File: src/rtl/gpu_op_arbiter.sv
// Round-robin arbiter sharing one rectangle-draw GPU op port between several op sources,
// with per-source end-of-frame tracking ahead of the buffer swap.

package gpu_op_pkg;
  localparam int unsigned COORD_W = 10;
  localparam int unsigned COLOR_W = 8;

  typedef struct packed {
    logic [COORD_W-1:0] x;
    logic [COORD_W-1:0] y;
    logic [COORD_W-1:0] w;
    logic [COORD_W-1:0] h;
    logic [COLOR_W-1:0] color;
  } gpu_op_t;
endpackage

module gpu_op_arbiter
  import gpu_op_pkg::*;
#(
  parameter int unsigned REQUESTERS = 2
) (
  input  logic                     clk,
  input  logic                     rst_n,
  input  logic                     ce,
  input  gpu_op_t [REQUESTERS-1:0] req_op,
  input  logic [REQUESTERS-1:0]    req_last,
  input  logic [REQUESTERS-1:0]    req_valid,
  output logic [REQUESTERS-1:0]    req_ready,
  output gpu_op_t                  gpu_op,
  output logic                     gpu_op_valid,
  input  logic                     gpu_op_ready,
  output logic                     frame_done,
  input  logic                     swap
);

  localparam int unsigned IW = (REQUESTERS > 1) ? $clog2(REQUESTERS) : 1;

  typedef enum logic [1:0] {
    IDLE   = 2'd0,
    WAIT_1 = 2'd1,
    WAIT_2 = 2'd2
  } state_e;

  state_e                  state_q;
  gpu_op_t                 gpu_op_q;
  logic                    gpu_op_valid_q;
  logic                    frame_done_q;
  logic [REQUESTERS-1:0]   done_mask_q;
  logic [IW-1:0]           last_grant_q;

  logic [REQUESTERS-1:0]   eligible;
  logic                    win_found;
  logic [IW-1:0]           win_idx;
  logic [IW-1:0]           cand;
  logic                    accept;

  // Rotating search starting just after the previous grant.
  always_comb begin
    eligible  = req_valid & ~done_mask_q;
    win_found = 1'b0;
    win_idx   = '0;
    cand      = '0;
    for (int unsigned k = 1; k <= REQUESTERS; k++) begin
      cand = IW'((32'(last_grant_q) + k) % REQUESTERS);
      if (!win_found && eligible[cand]) begin
        win_found = 1'b1;
        win_idx   = cand;
      end
    end
    accept    = ce && (state_q == IDLE) && gpu_op_ready && win_found && !frame_done_q;
    req_ready = '0;
    if (accept) begin
      req_ready[win_idx] = 1'b1;
    end
  end

  always_ff @(posedge clk or negedge rst_n) begin
    if (!rst_n) begin
      state_q        <= IDLE;
      gpu_op_q       <= '0;
      gpu_op_valid_q <= 1'b0;
      frame_done_q   <= 1'b0;
      done_mask_q    <= '0;
      last_grant_q   <= IW'(REQUESTERS - 1);
    end else if (ce) begin
      case (state_q)
        IDLE: begin
          if (accept) begin
            gpu_op_q             <= req_op[win_idx];
            gpu_op_valid_q       <= 1'b1;
            last_grant_q         <= win_idx;
            done_mask_q[win_idx] <= req_last[win_idx];
            state_q              <= WAIT_1;
          end else if (frame_done_q && swap) begin
            frame_done_q <= 1'b0;
            done_mask_q  <= '0;
          end else if ((&done_mask_q) && gpu_op_ready) begin
            // Frame is reported only once the GPU has finished the final op.
            frame_done_q <= 1'b1;
          end
        end
        WAIT_1: begin
          gpu_op_valid_q <= 1'b0;
          state_q        <= WAIT_2;
        end
        WAIT_2: begin
          if (gpu_op_ready) begin
            state_q <= IDLE;
          end
        end
        default: state_q <= IDLE;
      endcase
    end
  end

  assign gpu_op       = gpu_op_q;
  assign gpu_op_valid = gpu_op_valid_q;
  assign frame_done   = frame_done_q;

endmodule

File: config.mk
export PLATFORM = sky130hd
export DESIGN_NAME = gpu_op_arbiter
export DESIGN_NICKNAME = d
export VERILOG_FILES = /design/src/rtl/gpu_op_arbiter.sv
export SDC_FILE = /design/constraint.sdc
export NUM_CORES = 1
export LEC_CHECK = 0
export ABC_AREA = 1
export CORE_UTILIZATION = 35
export DETAILED_ROUTE_END_ITERATION = 16
export GPL_TIMING_DRIVEN = 0
export PLACE_DENSITY_LB_ADDON = 0.3
export REMOVE_ABC_BUFFERS = 1
export SETUP_SLACK_MARGIN = 0.2
export SLEW_MARGIN = 25
export SYNTH_ARGS = -nofsm -noshare
export SYNTH_HDL_FRONTEND = slang
export SYNTH_SLANG_ARGS = --single-unit
export TNS_END_PERCENT = 30
File: constraint.sdc
create_clock -name clk -period 1.4 [get_ports clk]
set_clock_uncertainty 0.1 [all_clocks]
set_input_delay 0.42 -clock clk [delete_from_list [all_inputs] [get_ports clk]]
set_output_delay 0.42 -clock clk [all_outputs]
set_load 0.03 [all_outputs]
==> run metrics, run 1 <==
Worst slew margin 0.792; Max Fclk roughly 0.52 GHz; failing checks hold timing, setup timing; die area around 8400 sq um; Pins Over Slew Limit 0; crit-path cells inv_2, nand2_4, inv_4, nand2_8, buf_6, nor2_4, buf_6; CP Buf/Inv Count 4; final wirelength slightly below 10000 microns; placed instance count between 600 and 700; initial drt markers 117; routed length per instance 14.4 microns; Pwr Total just over 0.009 W; Cell Area, Synth 2810 sq um; Layout Cells excl Fill 690; r2r setup slk -270 ps; Critical Path Sink Type output pin; Peak VDD IR roughly 0.75 mV; CP max FO 3; DR pass1 iterations 4; total grt overflow 0; count leader, synth nand2_1; synthesized instance count ~400; final setup violating endpoints between 100 and 150; pin count of the biggest net entering global routing 33; vias in the first global route a little over 3000; standard-cell rows 32; post-synthesis sequential area ratio 0.490; synth warn 0; count of boundary I/O pins roughly 160; Crit path max-delay family buffers and inverters; share of layout cells above drive strength 1 0.201; Inserted Diodes 0; post-DP HPWL about 5100 microns; die width about 92 microns; worst hold slack -113 ps; via count ~3200; Lkg Pwr ~2.6 nW; Routed Antenna Nets 0; syn_area_per_cell 6.88 sq um; H-tree levels 2; DRC violations left 0; fraction of registers with async set or reset after synthesis 1.00; max cap viols 0; Yosys reg bits between 50 and 60; Critical Path Max Stage Delay ~400 ps; crit path launch type register; most frequent cells after synthesis 304 x nand2_1, 54 x dfrtp_1, 15 x buf_2; root buffer cell clkbuf_8; Post-synth top flop dfrtp_1; final setup margin -517 ps; Placeable Area approximately 7700 sq um; most used cell, CP buf_6; Hold Path Class primary input to async pin; Post-synth EDFFs 0; Area growth, synth to finish 80.4%; clock-pin slew on the worst setup and hold paths ~100 ps; post-layout net count about 700; TritonCTS Buffers 5; Final Hold Violating Endpoints 23; Starting Density 0.364; gpl congestion around 0.74; die height a little over 90 microns; Synth area leader dfrtp_1; Clock Tree Buf Depth 2; Worst Tran Pin Value ~310 ps; port buffer count between 150 and 200; GRT Total Usage 0.247; post-synth cell types 17; # clock sinks between 50 and 60; Via density 4.60; crit share post-route 1.37; CTS tree built; Worst-Skew Late Latency between 300 and 400 ps; first-pass GRT wire length 15800 microns; fin crit period ~1900 ps; ranking of synthesized cells by area dfrtp_1 48%, nand2_1 41%, buf_2 2.7%, buf_6 2.4%, dfstp_2 0.94%; antenna violations before repair 0; CP max-delay cell dfrtp_1; Crit Path Category register to output pin; Pwr Density approximately 1800 nW/um^2; RSZ-0062 raised after global routing yes; status complete, but fails checks; post-synth top area share 0.481; Critical Path AT approximately 1400 ps; CP required 880 ps
[area by class of cell]
class	instances	area, sq um
multi-input cells	328	1430
repair inverters	4	53.8
inverters	10	82.6
clock inverters	1	30.0
flip-flops and latches	55	1380
repair buffers	183	1890
clock buffers	7	76.3
well taps	102	128
fillers	646	2660
[layout by cell type (no fill, tap or decap), drive strengths merged, types with 4 or more instances in the layout]
cell	count
buf	30
inv	13
o21ai	5
dfrtp	54
dlygate4sd2	4
nand2	308
clkdlybuf4s50	99
clkbuf	7
nand3	7
nor2	6
clkdlybuf4s15	49
[power by group]
group	internal, W	leakage [nW]	switching [W]
logic	0.00215	1.82	0.00340
registers	0.00231	0.688	0.000407
clock network	0.000536	0.0524	0.000502
total	0.00499	2.56	0.00431
[cell families after synthesis]
| family | count (synthesis) | share of synthesized area |
|---|---|---|
| DFF | 55 | 0.490 |
| and+or+nand+nor | 316 | 0.434 |
| AOI/OAI and AO/OA | 6 | 0.0116 |
| buffers and inverters | 31 | 0.0641 |
[metal layers]
layer | track usage | share of wire | wire (microns)
met1 | 0.319 | 0.43 | 4270
met2 | 0.427 | 0.50 | 4930
met3 | 0.0503 | 0.070 | 693
met4 | 0.0476 | 0.0035 | 35
met5 | 0 | 0 | 0
[registers in the layout (all words and copies together) (netlist names)]
name / cells
frame_done: 1
state_q: 2
gpu_op: 48
last_grant_q: 1
done_mask_q: 2
gpu_op_valid: 1
[per-stage QoR]
stage	instance area (sq um)	util	setup slack (ps)	TNS (ps)
after floorplan	2670	-	-925	-46930
after global placement	4360	0.564	-2250	-225190
after detailed placement	4380	0.567	-2070	-91400
after CTS	5000	0.647	-523	-13320
after global routing	5070	0.656	-596	-23020
final	5070	0.656	-517	-16940
[worst paths after layout]
kind | startpoint | to | depth (start not counted)
worst min register to register | gpu_op[12]$_DFFE_PN0P_ | gpu_op[12]$_DFFE_PN0P_ | 2
worst max-delay path | done_mask_q[1]$_DFFE_PN0P_ | req_ready[1] | 7
worst max register to register | state_q[1]$_DFFE_PN0P_ | gpu_op[15]$_DFFE_PN0P_ | 9
worst min-delay path | rst_n | gpu_op[24]$_DFFE_PN0P_ | 1
max in group asynchronous | rst_n | last_grant_q$_DFFE_PN1P_ | 2
min in group clk | gpu_op[12]$_DFFE_PN0P_ | gpu_op[12]$_DFFE_PN0P_ | 2
[repair_timing]
action | 4_1_cts | 5_1_grt
resized for setup | 215 | 4
endpoints found under the hold margin | 23 | 23
endpoints found under the setup margin | 107 | 107
pin swaps | 9 | 6
buffers inserted | 18 | 7
gates cloned | 11 | 0
(Power assumes the default switching activity.)
==> inputs of run 2 (changes only) <==
- ABC_AREA: 1 -> 0
- ABC_CLOCK_PERIOD_IN_PS: not set -> 1400
- CORE_UTILIZATION: 35 -> 34
==> run metrics, run 2 <==
status complete, but fails checks; count of boundary I/O pins 157; CTS tree built; Net Switching approximately 0.0034 W; Routed Antenna Nets 0; port buffer count approximately 160; crit path launch type register; pin count of the biggest net entering global routing 44; count leader, synth inv_1; post-DP HPWL roughly 5600 microns; H-tree levels 2; standard-cell rows 31; Post-synth top flop dfrtp_1; Critical Path Sink Type output pin; final setup violating endpoints approximately 100; RSZ-0062 raised after global routing yes; Max Fclk around 0.45 GHz; die width approximately 90 microns; Peak VDD IR 0.830 mV; crit share post-route 1.57; Area growth, synth to finish 85.8%; share of layout cells above drive strength 1 0.229; die height about 90 microns; initial drt markers between 200 and 300; total grt overflow 0; final wirelength roughly 8600 microns; synth warn 0; TritonCTS Buffers 5; root buffer cell clkbuf_8; post-synth cell types 23; DRC violations left 0; switching part of the total 0.411; post-layout net count 579; post-synthesis sequential area ratio 0.519; Placeable Area around 7400 sq um; Starting Density 0.358; Synth area leader dfrtp_1; # clock sinks 55; commonest non-fill, non-tap cell in the layout inv_1; routed length per instance 15.0 microns; via count between 2000 and 3000; CP max FO 4; synthesized instance count 289; vias in the first global route around 2800; Final Hold Violating Endpoints 0; most frequent cells after synthesis 145 x inv_1, 54 x dfrtp_1, 48 x a222oi_1; Worst-Skew Late Latency roughly 300 ps; Gate power share 0.561; syn_area_per_cell around 9.2 sq um; Critical Path AT approximately 1700 ps; final setup margin -800 ps; max cap viols 0; post-synth top area share 0.509; Pins Over Slew Limit 0; Clock Tree Buf Depth 2; Crit Path Category register to output pin; GRT Total Usage 0.213; fraction of registers with async set or reset after synthesis 1.00; clock-pin slew on the worst setup and hold paths around 90 ps; Lkg Pwr roughly 2.6 nW; max reg flops 48; fin crit period between 2000 and 2500 ps; Post-synth EDFFs 0; TNS Setup -36270 ps; antenna violations before repair 0; clock share of power 0.105; Hold Path Class primary input to register; Worst Tran Pin Value ~340 ps; ranking of synthesized cells by area dfrtp_1 51%, inv_1 21%, a222oi_1 18%, clkbuf_1 1.6%, dfstp_2 0.99%; failing checks setup timing; first-pass GRT wire length about 14000 microns; Place WS -1990 ps; Flop pwr share 0.334; CP required a little under 900 ps; Inserted Diodes 0; die area 8160 sq um; Via density 4.80; gpl congestion between 0.7 and 0.8; Cell Area, Synth between 2000 and 3000 sq um; fin util 0.665; Pwr Density between 1500 and 2000 nW/um^2; worst hold slack between 300 and 400 ps; most frequent cells in the layout 145 x inv_1, 99 x clkdlybuf4s50_1, 51 x dfrtp_1; Int Pwr roughly 0.0049 W; Worst slew margin 0.770; Yosys reg bits 55; DR pass1 iterations 7
-- run 2: cell types whose count changed in the layout (fill, tap and decap cells not counted), sizes merged, moves of 5 or more --
cell | before | now
nand3 | 7 | 1
buf | 30 | 39
nand2 | 308 | 5
nor2 | 6 | 1
inv | 13 | 145
a222oi | 0 | 48
-- run 2: power by group through the flow --
stage          Combinational [W]  Sequential [W]  Clock (W)
2_1_floorplan            0.00114         0.00404          0
3_3_place_gp             0.00431         0.00272          0
3_5_place_dp             0.00445         0.00275          0
4_1_cts                  0.00456         0.00276   0.000895
5_1_grt                  0.00490         0.00286   0.000956
6_report                 0.00463         0.00276   0.000865
-- run 2: kinds of logic (layout without fill, tap and decap cells) --
logic type	after synthesis	count (layout)	share of synthesized area
compound gates	55	55	0.201
buf+inv	161	346	0.231
flops	55	55	0.519
simple gates	18	19	0.0486
-- run 2: layer usage --
| metal | GRT usage | wire length (microns) |
|---|---|---|
| met2 | 0.382 | 4380 |
| met4 | 0.0403 | 26 |
| met3 | 0.0572 | 726 |
| met1 | 0.256 | 3490 |
| met5 | 0 | 0 |
-- run 2: stage by stage --
| stage | instance area (sq um) | total power, W | cells |
|---|---|---|---|
| final | 4930 | 0.00826 | 574 |
| after global routing | 4930 | 0.00871 | 574 |
| after CTS | 4840 | 0.00822 | 566 |
| after detailed placement | 4410 | 0.00721 | 540 |
| after global placement | 4270 | 0.00703 | 528 |
| after floorplan | 2580 | 0.00518 | 273 |
-- run 2: path summary, 6_finish.rpt --
kind | from | endpoint | slack [ps] | depth (start not counted)
min in group asynchronous | rst_n | gpu_op[6]$_DFFE_PN0P_ | 400 | 2
max in group asynchronous | rst_n | last_grant_q$_DFFE_PN1P_ | 310 | 3
worst min-delay path | ce | state_q[0]$_DFFE_PN0P_ | 390 | 2
worst min register to register | gpu_op_valid$_DFFE_PN0P_ | gpu_op_valid$_DFFE_PN0P_ | 410 | 2
worst max register to register | state_q[0]$_DFFE_PN0P_ | gpu_op[3]$_DFFE_PN0P_ | -710 | 9
worst max-delay path | state_q[0]$_DFFE_PN0P_ | req_ready[0] | -800 | 4
-- run 2: worst max-delay path, stage by stage (launching register included) --
cell and delay [ps]:
dfrtp_2 440, or3b_4 390, nor4b_4 270, buf_6 150
buf_6 120
-- run 2: repair_timing --
action,in CTS,in global routing
endpoints found under the setup margin,106,107
endpoints found under the hold margin,12,0
cloned,3,1
pin swaps,21,14
buffers inserted,14,7
gates resized for setup,203,11
hold buffers,1,0
-- run 2: cell type report --
cell class	count	area (sq um)
Clock buffer	8	80.1
Fill cell	587	2480
Inverter	145	544
Multi-Input combinational cell	74	718
Tap cell	99	124
Sequential cell	55	1380
Timing Repair Buffer	193	2080
